**config.mk**
```make
export PLATFORM = sky130hd
export DESIGN_NAME = rmii_rx_deframer
export DESIGN_NICKNAME = d
export VERILOG_FILES = /design/src/rtl/eth_pkg.sv /design/src/rtl/rmii_sample_strobe.sv /design/src/rtl/rmii_rx_deframer.sv
export SDC_FILE = /design/constraint.sdc
export NUM_CORES = 1
export LEC_CHECK = 0
export CELL_PAD_IN_SITES_DETAIL_PLACEMENT = 2
export CELL_PAD_IN_SITES_GLOBAL_PLACEMENT = 2
export CORE_MARGIN = 2
export CORE_UTILIZATION = 40
export DETAILED_ROUTE_END_ITERATION = 6
export HOLD_SLACK_MARGIN = 0.03
export PLACE_DENSITY_LB_ADDON = 0.1
export SYNTH_ARGS = -nofsm -noshare
export SYNTH_HDL_FRONTEND = slang
export SYNTH_HIERARCHICAL = 1
export SYNTH_SLANG_ARGS = --single-unit
```
**constraint.sdc**
```tcl
create_clock -name clk -period 5.1 [get_ports clk]
set_clock_uncertainty 0.1 [all_clocks]
set_input_delay 0.765 -clock clk [delete_from_list [all_inputs] [get_ports clk]]
set_output_delay 0.765 -clock clk [all_outputs]
set_load 0.01 [all_outputs]
```
**src/rtl/eth_pkg.sv**
```systemverilog
// Shared Ethernet receive-path types and constants.
package eth_pkg;

  typedef enum logic [2:0] {
    IDLE,
    PREAMBLE,
    DATA,
    DONE,
    DISCARD
  } rx_state_t;

  localparam logic [7:0]  PREAMBLE_BYTE = 8'h55;
  localparam logic [7:0]  SFD_BYTE      = 8'hD5;
  localparam int unsigned ETH_MAX_BYTES = 1522;

endpackage

```
**src/rtl/rmii_sample_strobe.sv**
```systemverilog
// Symbol sample strobe: every cycle at 100 Mb/s, mid-symbol of a DIV_10M divider at 10 Mb/s.
module rmii_sample_strobe #(
  parameter int unsigned DIV_10M = 10
) (
  input  logic clk,
  input  logic resetn,
  input  logic speed_10,
  input  logic restart,
  output logic strobe
);

  localparam int unsigned CW = (DIV_10M > 1) ? $clog2(DIV_10M) : 1;

  logic [CW-1:0] div_q, div_d, div_cur;

  always_comb begin
    // The restart cycle counts as divider phase 0.
    div_cur = restart ? '0 : div_q;
    strobe  = 1'b1;
    div_d   = '0;
    if (speed_10) begin
      strobe = (div_cur == CW'(DIV_10M / 2));
      div_d  = (div_cur == CW'(DIV_10M - 1)) ? '0 : div_cur + 1'b1;
    end
  end

  always_ff @(posedge clk or negedge resetn) begin
    if (!resetn) begin
      div_q <= '0;
    end else begin
      div_q <= div_d;
    end
  end

endmodule

```
**src/rtl/rmii_rx_deframer.sv**
```systemverilog
// RMII/MII receive deframer: strips preamble/SFD, assembles bytes LSB-symbol first and
// emits a sof/eof/err framed byte stream with a one-byte holdback.
module rmii_rx_deframer
  import eth_pkg::*;
#(
  parameter int unsigned IN_W      = 2,
  parameter int unsigned DIV_10M   = 10,
  parameter int unsigned MAX_BYTES = ETH_MAX_BYTES
) (
  input  logic            clk,
  input  logic            resetn,
  input  logic            speed_10,
  input  logic            crs_dv,
  input  logic [IN_W-1:0] rxd,
  input  logic            rx_er,
  output logic [7:0]      out_data,
  output logic            out_valid,
  output logic            out_sof,
  output logic            out_eof,
  output logic            out_err,
  output logic [10:0]     frame_len
);

  localparam int unsigned SYMS  = 8 / IN_W;
  localparam int unsigned IDX_W = (SYMS > 1) ? $clog2(SYMS) : 1;
  localparam logic [IDX_W-1:0] IDX_LAST = IDX_W'(SYMS - 1);
  localparam logic [IN_W-1:0]  PRE_SYM  = PREAMBLE_BYTE[IN_W-1:0];
  localparam logic [IN_W-1:0]  SFD_SYM  = SFD_BYTE[7 -: IN_W];
  localparam logic [10:0]      MAX_CNT  = 11'(MAX_BYTES);
  localparam logic [10:0]      CNT_SAT  = 11'(MAX_BYTES + 1);

  rx_state_t       state_q, state_d;
  logic            speed_q, speed_d, speed_sel;
  logic            crs_prev_q, seen_low_q, seen_low_d, low_q, low_d;
  logic [IN_W-1:0] dly_sym_q, dly_sym_d;
  logic            dly_vld_q, dly_vld_d;
  logic [IDX_W-1:0] idx_q, idx_d;
  logic [7:0]      shift_q, shift_d, hold_q, hold_d;
  logic            hold_vld_q, hold_vld_d, first_q, first_d, err_q, err_d;
  logic [10:0]     cnt_q, cnt_d, len_q, len_d;
  logic [7:0]      data_q, data_d;
  logic            valid_q, valid_d, sof_q, sof_d, eof_q, eof_d, oerr_q, oerr_d;
  logic            restart, strobe, end_det;

  assign speed_sel = (state_q == IDLE) ? speed_10 : speed_q;
  assign restart   = (state_q == IDLE) && crs_dv && !crs_prev_q;
  assign end_det   = strobe && !crs_dv && low_q;

  rmii_sample_strobe #(
    .DIV_10M(DIV_10M)
  ) u_strobe (
    .clk     (clk),
    .resetn  (resetn),
    .speed_10(speed_sel),
    .restart (restart),
    .strobe  (strobe)
  );

  always_comb begin
    state_d    = state_q;
    speed_d    = (state_q == IDLE) ? speed_10 : speed_q;
    seen_low_d = seen_low_q | !crs_dv;
    low_d      = strobe ? !crs_dv : low_q;
    dly_sym_d  = dly_sym_q;
    dly_vld_d  = dly_vld_q;
    idx_d      = idx_q;
    shift_d    = shift_q;
    hold_d     = hold_q;
    hold_vld_d = hold_vld_q;
    first_d    = first_q;
    err_d      = err_q;
    cnt_d      = cnt_q;
    len_d      = len_q;
    data_d     = data_q;
    valid_d    = 1'b0;
    sof_d      = 1'b0;
    eof_d      = 1'b0;
    oerr_d     = 1'b0;

    unique case (state_q)
      IDLE: begin
        // Carrier already up when leaving reset: never join a frame mid-stream.
        if (crs_dv && !seen_low_q) begin
          state_d = DISCARD;
        end else if (strobe && crs_dv) begin
          state_d = (rxd == PRE_SYM) ? PREAMBLE : DISCARD;
        end
      end
      PREAMBLE: begin
        if (strobe) begin
          if (end_det) begin
            state_d = IDLE;
          end else if (rxd == SFD_SYM) begin
            state_d    = DATA;
            idx_d      = '0;
            dly_vld_d  = 1'b0;
            hold_vld_d = 1'b0;
            first_d    = 1'b1;
            err_d      = 1'b0;
            cnt_d      = '0;
          end else if (rxd != PRE_SYM) begin
            state_d = crs_dv ? DISCARD : IDLE;
          end
        end
      end
      DATA: begin
        if (strobe) begin
          if (end_det) begin
            // The delayed symbol is the first low sample of the end marker; drop it.
            state_d    = DONE;
            hold_vld_d = 1'b0;
            if (hold_vld_q) begin
              valid_d = 1'b1;
              data_d  = hold_q;
              sof_d   = first_q;
              eof_d   = 1'b1;
              oerr_d  = err_q | (idx_q != '0);
              len_d   = cnt_q;
            end
          end else begin
            // Symbols commit one sample late so a lone low CRS_DV sample can still be data.
            err_d     = err_q | rx_er;
            dly_sym_d = rxd;
            dly_vld_d = 1'b1;
            if (dly_vld_q) begin
              for (int unsigned s = 0; s < SYMS; s++) begin
                if (idx_q == IDX_W'(s)) shift_d[s*IN_W +: IN_W] = dly_sym_q;
              end
              if (idx_q == IDX_LAST) begin
                idx_d = '0;
                if (cnt_q < MAX_CNT) begin
                  if (hold_vld_q) begin
                    valid_d = 1'b1;
                    data_d  = hold_q;
                    sof_d   = first_q;
                    first_d = 1'b0;
                  end
                  hold_d     = shift_d;
                  hold_vld_d = 1'b1;
                  cnt_d      = cnt_q + 11'd1;
                end else begin
                  cnt_d = CNT_SAT;
                  err_d = 1'b1;
                end
              end else begin
                idx_d = idx_q + 1'b1;
              end
            end
          end
        end
      end
      DONE: begin
        state_d = IDLE;
      end
      DISCARD: begin
        if (end_det) state_d = IDLE;
      end
      default: begin
        state_d = IDLE;
      end
    endcase
  end

  always_ff @(posedge clk or negedge resetn) begin
    if (!resetn) begin
      state_q    <= IDLE;
      speed_q    <= 1'b0;
      crs_prev_q <= 1'b0;
      seen_low_q <= 1'b0;
      low_q      <= 1'b0;
      dly_sym_q  <= '0;
      dly_vld_q  <= 1'b0;
      idx_q      <= '0;
      shift_q    <= '0;
      hold_q     <= '0;
      hold_vld_q <= 1'b0;
      first_q    <= 1'b0;
      err_q      <= 1'b0;
      cnt_q      <= '0;
      len_q      <= '0;
      data_q     <= '0;
      valid_q    <= 1'b0;
      sof_q      <= 1'b0;
      eof_q      <= 1'b0;
      oerr_q     <= 1'b0;
    end else begin
      state_q    <= state_d;
      speed_q    <= speed_d;
      crs_prev_q <= crs_dv;
      seen_low_q <= seen_low_d;
      low_q      <= low_d;
      dly_sym_q  <= dly_sym_d;
      dly_vld_q  <= dly_vld_d;
      idx_q      <= idx_d;
      shift_q    <= shift_d;
      hold_q     <= hold_d;
      hold_vld_q <= hold_vld_d;
      first_q    <= first_d;
      err_q      <= err_d;
      cnt_q      <= cnt_d;
      len_q      <= len_d;
      data_q     <= data_d;
      valid_q    <= valid_d;
      sof_q      <= sof_d;
      eof_q      <= eof_d;
      oerr_q     <= oerr_d;
    end
  end

  assign out_data  = data_q;
  assign out_valid = valid_q;
  assign out_sof   = sof_q;
  assign out_eof   = eof_q;
  assign out_err   = oerr_q;
  assign frame_len = len_q;

endmodule
```
======== Word level (Yosys, flattened, before mapping) ========
Cells that the tools add are included.
word-level totals
  output and inout bits ................... 23
  word-level logic and storage cells ...... 175
  latch bits .............................. 0
  bits in writable memories ............... 0
  register bits after elaboration ......... 69
  memories kept ........................... 0
  bits in read-only memories .............. 0
  bits of input ports ..................... 7
operators by class
  $lt $le $gt $ge ......................... 1
  shift operators ......................... 0
  equal/unequal tests ..................... 27
  reduce and logical (&&, ||, !) cells .... 27
  add/sub/neg operators ................... 3
  bitwise operators ....................... 4
  div/mod/pow operators ................... 0
  muxes and demuxes ....................... 92
  multiply operators ...................... 0
operators with widths
  operator               count
  $mux 11                8
  $mux 1                 47
  $mux 8                 5
  $mux 3                 11
  $mux 2                 11
  $ne 2x2->1 const B     11
  $pmux 11 s2            1
  $reduce_and 6->1       3
  $reduce_and 8->1       2
  $mux 4                 3
  $pmux 3 s4             1
  $add 11x1->11 const B  1
  $lt 11x11->1 const B   1
  $reduce_and 10->1      1
  $reduce_bool 2->1      5
  $ne 3x3->1 const B     3
  $pmux 1 s2             4
  $reduce_and 4->1       2
  $reduce_and 7->1       1
  $eq 2x2->1 const B     3
  $logic_and 1x1->1      6
  $reduce_and 5->1       1
  $add 4x1->4 const B    1
  $eq 2x1->1 const B     2
  16 further kinds       20

======== Longest topological paths before layout ========
Gate-level depths: netlist of run 1.
  depth after elaboration ................. 11
  gate-level depth with buffers ........... 10
  gate-level depth less buffers ........... 7

======== Cells and area by module ========
Netlist of run 1, hierarchy kept.
by module, submodules not included
  module              seq. area each (µm²)  instances  cells an instance  area each (µm²)
  rmii_rx_deframer    1626.6                1          309                3218.1
  rmii_sample_strobe  100.1                 1          21                 209.0

======== Worst setup path before layout of run 1 ========
Ideal clock, no wire load.
  path type ............................... register -> register
  start ................................... register state_q[2]
  end ..................................... register shift_q[0]
  data arrival time ....................... 2511 ps
  data required time ...................... 4872 ps
  clock period less this slack ............ 2738 ps
  cell stages (with the launch flop) ...... 10
  setup time .............................. 128 ps
  path slack .............................. 2362 ps
  buffers on the path ..................... 2
  cell sequence ........................... dfrtp_1 -> clkbuf_1 -> nor3_1 -> nor3b_1 -> o31ai_1 -> and4bb_1 -> and2_1 -> buf_2 -> nand3_1 -> mux2_1
between the ends
  longest elaborated chain between the ends .. 10
  elaborated cells on any way between the ends .. 12
  those cells by class .................... eq/ne (2); mux (3); bitwise (1); reduce/logical (6)
ends and longest elaborated chain
  what                                line                      source
  from (decl)                         rmii_rx_deframer.sv:32    rx_state_t state_q, state_d;
  from (signal assigned)              rmii_rx_deframer.sv:187   state_q <= state_d;
  $logic_not 3->1 (*)                 rmii_rx_deframer.sv:46    assign restart = (state_q == IDLE) && crs_dv && !crs_prev_q;
  $logic_and 1x1->1 (*) (2 in a row)  rmii_rx_deframer.sv:46
  via restart                         rmii_rx_deframer.sv:43    logic restart, strobe, end_det;
  $mux 4 (*)                          rmii_sample_strobe.sv:18  div_cur = restart ? '0 : div_q;
  $eq 4x3->1 (*)                      rmii_sample_strobe.sv:22  strobe = (div_cur == CW'(DIV_10M / 2));
  $mux 1 (*)                          rmii_sample_strobe.sv:21  if (speed_10) begin
  via strobe                          rmii_rx_deframer.sv:43
  $logic_and 1x1->1 (2 in a row)      rmii_rx_deframer.sv:47    assign end_det = strobe && !crs_dv && low_q;
  $not 1->1 (no line)                 --
  $reduce_and 4->1 (no line) (*)      --
  to (signal assigned)                rmii_rx_deframer.sv:195   shift_q <= shift_d;
  to (decl)                           rmii_rx_deframer.sv:38    logic [7:0] shift_q, shift_d, hold_q, hold_d;
The timed path passes the listed nets; every way through them passes the cells marked *.
A chain may end at the register's enable or synchronous reset.

======== Worst setup path after layout of run 1 ========
  start ................................... input port crs_dv
  end ..................................... register hold_q[1]
between the ends
  longest elaborated chain between the ends .. 9
  elaborated cells on any way between the ends .. 10
  those cells by class .................... eq/ne (1); mux (2); bitwise (1); reduce/logical (6)
ends and longest elaborated chain
  what                                line                      source
  from (decl)                         rmii_rx_deframer.sv:13    input logic crs_dv,
  $logic_and 1x1->1 (*) (2 in a row)  rmii_rx_deframer.sv:46
  via restart                         rmii_rx_deframer.sv:43
  $mux 4 (*)                          rmii_sample_strobe.sv:18
  $eq 4x3->1 (*)                      rmii_sample_strobe.sv:22
  $mux 1 (*)                          rmii_sample_strobe.sv:21
  via strobe                          rmii_rx_deframer.sv:43
  $logic_and 1x1->1 (2 in a row)      rmii_rx_deframer.sv:47
  $not 1->1 (no line)                 --
  $reduce_and 6->1 (no line) (*)      --
  to (signal assigned)                rmii_rx_deframer.sv:196   hold_q <= hold_d;
  to (decl)                           rmii_rx_deframer.sv:38
Marked as above.

==> flow_summary_export.csv, run 1 <==
group,metric,value,unit
detailed_routing,wl,9030,um
clock_tree,cts_setup_buffers,0,
sta,fmax,269,MHz
final_layout,final_nets,365,
min_path,hold_class,"reg -> reg",
synth,synth_seq_cells,69,
placed_design,hpwl,6380,um
clock_tree,cts_hold_buffers,0,
final_layout,register_area,0.00173,mm2
final_layout,antenna_cells,0,
worst_setup_path,cp-startpoint,"crs_dv",
synth,synth_nets,342,
worst_setup_path,cp_max_fo,17,
detailed_routing,routed-via-count,2636,
synth,synth_largest_area_cell,"dfrtp_1",
clock_tree,cts-root-buf,"clkbuf_8",
power_and_ir_drop,max-vdd-ir-drop,195,uV
final_layout,num-fill-cells,885,
synth,synthArstFlopShare,1.00,
placed_design,io_buffers,29,
final_layout,fin_util,0.478,
worst_setup_path,cp-end-kind,"register",
synth,seq_area_frac_synth,0.504,
synth,yosysUniqueCellTypes,64,
synth,synth_edf_count,0,
floorplan,fp.coreArea,0.00826,mm2
clock_tree,cts_sinks,69,
worst_setup_path,crit_chain,"clkdlybuf4s50_1 > inv_1 > nor3b_1 > o31ai_1 > and4bb_1 > and3_1 > nand2_1 > o21ai_0",
detailed_routing,first_iter_violations,82,
min_path,min-delay-start,"shift_q[6]",
floorplan,num_io_pins,30,
clock_tree,h-tree-depth,3,
synth,synth_warnings,6,
synth,netlist_instances,330,
synth,synth_area_leaders,"dfrtp_1 50%, mux2_2 4.9%, nand2_1 4.3%",
detailed_routing,avgViaCountPerCell,5.69,
sta,layout_setup_ws,1.38,ns
worst_setup_path,crit_required,5.26,ns
clock_tree,cts_tree,"yes",
floorplan,initial_utilization,0.415,
worst_setup_path,cpPeakStageDelay,0.74,ns
worst_setup_path,worstReg2RegStart,"state_q[2]",
worst_setup_path,start_kind,"input pin",
final_layout,syn2layout_area_growth,15.1,%
power_and_ir_drop,power,1.57,mW
global_routing,grt_pass1_vias,2819,
global_routing,grt.total_usage,0.219,
global_routing,antenna_found_initial,0,
sta,hold_viol_final,0,
clock_tree,clock_latency,0.34,ns
detailed_routing,drc_errors,0,
placed_design,gp_congestion,0.791,
clock_tree,cts-resized-gates,0,
floorplan,die_x,96.6,um
synth,synth_ff_type,"dfrtp_1",
global_routing,grt_max_degree,36,
global_routing,overflow,0,
sta,finalSetupTns,0,ns
global_routing,grt_pass1_wl,15300,um
synth,yosys-top-cells-count,"69 x dfrtp_1, 39 x nand2_1, 18 x nand3_1, 18 x o21ai_0",
floorplan,rows,33,
sta,setup_viol,0,
detailed_routing,routedWlPerCell,19.5,um
clock_tree,clkSlewWorstSetupHoldPaths,0.08,ns
sta,min_period,3.72,ns
sta,slew_headroom,0.431,
synth,netlist_area,0.00343,mm2
clock_tree,cts_buffer_depth,2,
synth,synth.top_cell.area_share,0.504,
clock_tree,cts_buffers,9,
synth,syn_avg_cell_area,10.4,um2
sta,drv_slew,0,
final_layout,multiInputGateArea,0.00152,mm2
sta,tightest_slew,0.847,ns
placed_design,place_ws,1.09,ns
power_and_ir_drop,p_per_area,397,mW/mm2
sta,rsz0062_at_grt,"no",
synth,synth_most_common_cell,"dfrtp_1",
worst_setup_path,critPathArrivalTime,3.88,ns
sta,fin_crit_sh,0.730,
detailed_routing,postRouteAntennaNets,0,
power_and_ir_drop,cellLeakagePower,1.68,nW
final_layout,drive_above_1_share,0.128,
outcome,status,"finished, final reports clean",
detailed_routing,firstDrtPassIters,4,
floorplan,die_area,0.00932,mm2
floorplan,die_h,96.6,um
worst_setup_path,cp_slowest_cell,"o31ai_1",
worst_setup_path,critPathKind,"in -> reg",
flow_run,maxCapViolations,0,
==> path summary, 6_finish.rpt <==
kind	cells after the start	to	slack, ns
setup / recovery	8	hold_q[1]	1.38
hold / removal	2	shift_q[6]	0.40
hold reg to reg	2	shift_q[6]	0.40
max in group asynchronous	2	dly_sym_q[1]	3.51
setup reg to reg	7	hold_q[1]	1.54
min in group asynchronous	1	frame_len[7]	0.41
==> sequential cells by signal, summed over array words and instances (netlist names), 2 cells and up <==
signal          count
cnt_q              11
dly_sym_q           2
frame_len          11
hold_q              8
idx_q               2
out_data            8
shift_q             8
state_q             3
u_strobe/div_q      4
==> cell families after synthesis <==
group                    count (synthesis)  share of synthesized area
AO/OA/AOI/OAI                           87                      0.172
XOR/XNOR                                 1                    0.00256
AND/OR/NAND/NOR                        104                      0.163
flip-flops                              69                      0.504
buffers and inverters                   36                     0.0522
adder cells (fa/ha/maj)                  5                     0.0183
multiplexers                            28                     0.0887
==> stage by stage <==
step	hold WS [ns]	cells	instance area, um2
final	0.395	463	3940
after global placement	0.359	447	3740
after CTS	0.398	463	3940
after floorplan	0.345	330	3430
after detailed placement	0.379	447	3740
after global routing	0.429	463	3940
==> cells in the final DEF, fill, tap and decap left out, types with 3 or more instances in the layout <==
master / netlist / routed
a211oi_1: 6 / 6
nand2b_1: 5 / 5
o21ai_1: 17 / 17
mux2_2: 15 / 15
o21ai_0: 18 / 18
nand3_1: 18 / 18
clkdlybuf4s50_1: 0 / 28
ha_1: 5 / 5
mux2i_1: 9 / 9
clkbuf_8: 0 / 10
nand2_1: 39 / 39
a31oi_1: 5 / 5
dfrtp_1: 69 / 69
inv_1: 17 / 17
and2_1: 3 / 3
nor3_1: 8 / 8
and3_1: 4 / 4
clkinvlp_4: 0 / 3
nor2_1: 6 / 6
mux2_1: 4 / 4
a22o_1: 4 / 4
o22ai_1: 12 / 12
==> critical path, delay by kind of cell <==
kind	cells	cell delay, ns
and+or+nand+nor	4	1.44
AOI/OAI and AO/OA	2	0.97
buffers and inverters	2	0.70
==> power breakdown <==
| part | switching [mW] | total, mW | leakage [nW] | internal, mW |
|---|---|---|---|---|
| sequential | 0.130 | 0.751 | 0.927 | 0.621 |
| combinational | 0.208 | 0.364 | 0.663 | 0.157 |
| clock | 0.214 | 0.451 | 0.0943 | 0.237 |
==> layout make-up <==
cell class | count | area share
tap | 105 | 0.0333
clock buffer | 10 | 0.0349
multi-input combinational | 225 | 0.386
sequential | 69 | 0.438
clock inverter | 6 | 0.0159
timing repair buffer | 31 | 0.0761
inverter | 17 | 0.0162
==> routing by layer <==
metal | vias up | share of wire | track usage
li1 | 1241 | - | -
met1 | 1359 | 0.48 | 0.296
met2 | 28 | 0.49 | 0.362
met3 | 8 | 0.020 | 0.0427
met4 | 0 | 0.0085 | 0.0528
met5 | - | 0 | 0
Power figures use the tool's default switching activity.
==> run 2, diff against run 1 <==
Settings changed: CORE_UTILIZATION 40 to 37.
Clock period 5.1 ns to 3.64 ns, I/O delays scaled along.
==> flow_summary_export.csv, run 2 (synthesized netlist as in run 1, its figures left out) <==
group,metric,value,unit
outcome,status,"finished, final reports clean",
final_layout,drive_above_1_share,0.135,
clock_tree,cts_setup_buffers,0,
clock_tree,cts-root-buf,"clkbuf_8",
final_layout,multiInputGateArea,0.00152,mm2
placed_design,hpwl,5950,um
floorplan,die_x,100,um
floorplan,initial_utilization,0.376,
final_layout,final_nets,370,
sta,layout_setup_ws,0.715,ns
power_and_ir_drop,p_per_area,537,mW/mm2
detailed_routing,postRouteAntennaNets,0,
clock_tree,cts_sinks,69,
global_routing,grt_pass1_wl,15100,um
sta,finalSetupTns,0,ns
global_routing,antenna_found_initial,0,
floorplan,rows,35,
worst_setup_path,crit_required,3.80,ns
worst_setup_path,cp-end-kind,"register",
power_and_ir_drop,max-vdd-ir-drop,298,uV
worst_setup_path,critPathArrivalTime,3.09,ns
final_layout,fin_cells,474,
final_layout,antenna_cells,0,
detailed_routing,avgViaCountPerCell,5.53,
clock_tree,h-tree-depth,3,
placed_design,place_ws,0.341,ns
clock_tree,cts_tree,"yes",
detailed_routing,wl,8650,um
detailed_routing,firstDrtPassIters,4,
worst_setup_path,cp_max_fo,12,
clock_tree,clock_latency,0.34,ns
worst_setup_path,start_kind,"input pin",
detailed_routing,first_iter_violations,59,
sta,min_period,2.92,ns
floorplan,die_area,0.0100,mm2
sta,tightest_slew,0.888,ns
clock_tree,cts-resized-gates,0,
sta,fin_crit_sh,0.804,
worst_setup_path,critPathKind,"in -> reg",
placed_design,placed_cells,458,
floorplan,fp.coreArea,0.00911,mm2
sta,setup_viol,0,
detailed_routing,routed-via-count,2623,
floorplan,num_io_pins,30,
clock_tree,cts_hold_buffers,0,
sta,drv_slew,0,
global_routing,grt.total_usage,0.190,
global_routing,grt_pass1_vias,2826,
clock_tree,cts_buffer_depth,2,
final_layout,layout_commonest_cell,"dfrtp_1",
placed_design,io_buffers,29,
global_routing,overflow,0,
clock_tree,cts_buffers,9,
sta,whs,0.309,ns
final_layout,final_cell_mix,"69 x dfrtp_1, 39 x nand2_1, 28 x clkdlybuf4s50_1",
final_layout,syn2layout_area_growth,15.2,%
sta,slew_headroom,0.408,
final_layout,fin_util,0.433,
detailed_routing,drc_errors,0,
power_and_ir_drop,power,2.12,mW
min_path,hold_class,"in -> async",
flow_run,maxCapViolations,0,
power_and_ir_drop,cellLeakagePower,1.70,nW
placed_design,gp_congestion,0.744,
final_layout,fin_area,0.00395,mm2
detailed_routing,routedWlPerCell,18.2,um
floorplan,die_h,100,um
global_routing,grt_max_degree,70,
sta,hold_viol_final,0,
sta,fmax,342,MHz
clock_tree,clkSlewWorstSetupHoldPaths,0.08,ns
final_layout,num-fill-cells,978,
final_layout,register_area,0.00173,mm2
placed_design,place_area,0.00379,mm2
sta,rsz0062_at_grt,"no",
-- run 2: cell types whose count changed in the layout (fill, tap and decap cells not counted) --
cell | previous run | this run
buf_4 | 2 | 7
bufinv_16 | 1 | 0
clkbuf_1 | 0 | 2
clkbuf_8 | 10 | 9
clkinv_2 | 2 | 4
clkinvlp_4 | 3 | 1
-- run 2: layout make-up --
type / instances / area share
Inverter: 17 / 0.0162
Multi-Input combinational cell: 225 / 0.385
Timing Repair Buffer: 36 / 0.0856
Clock buffer: 11 / 0.0333
Clock inverter: 5 / 0.00697
Sequential cell: 69 / 0.437
Tap cell: 111 / 0.0352
-- run 2: worst paths after layout --
check / startpoint / end / slack (ns) / depth (start not counted)
worst max-delay path: crs_dv / hold_q[1] / 0.72 / 9
worst min-delay path: resetn / frame_len[6] / 0.31 / 2
worst max register to register: state_q[2] / hold_q[1] / 0.78 / 8
worst min register to register: frame_len[8] / frame_len[8] / 0.38 / 2
max in group asynchronous: resetn / shift_q[3] / 2.56 / 2
min in group clk: frame_len[8] / frame_len[8] / 0.38 / 2
-- run 2: power breakdown --
group	switching [mW]	internal, mW	total, mW
registers	0.132	0.871	1.00
clock network	0.295	0.243	0.539
logic	0.336	0.242	0.578
-- run 2: layer usage --
metal,GRT usage,up-vias,wire length (um),part of all wire
met4,0.0580,0,107,0.012
met3,0.0258,9,187,0.022
met1,0.273,1331,4390,0.51
li1,-,1251,-,-
met5,0,-,0,0
met2,0.298,32,3970,0.46
-- run 2: critical path, stage by stage --
cell,delay (ns)
clkdlybuf4s50_1,0.49
inv_1,0.17
nor3b_1,0.09
o31ai_1,0.26
buf_4,0.19
and4bb_1,0.29
and3_1,0.47
nand2_1,0.33
o21ai_0,0.23
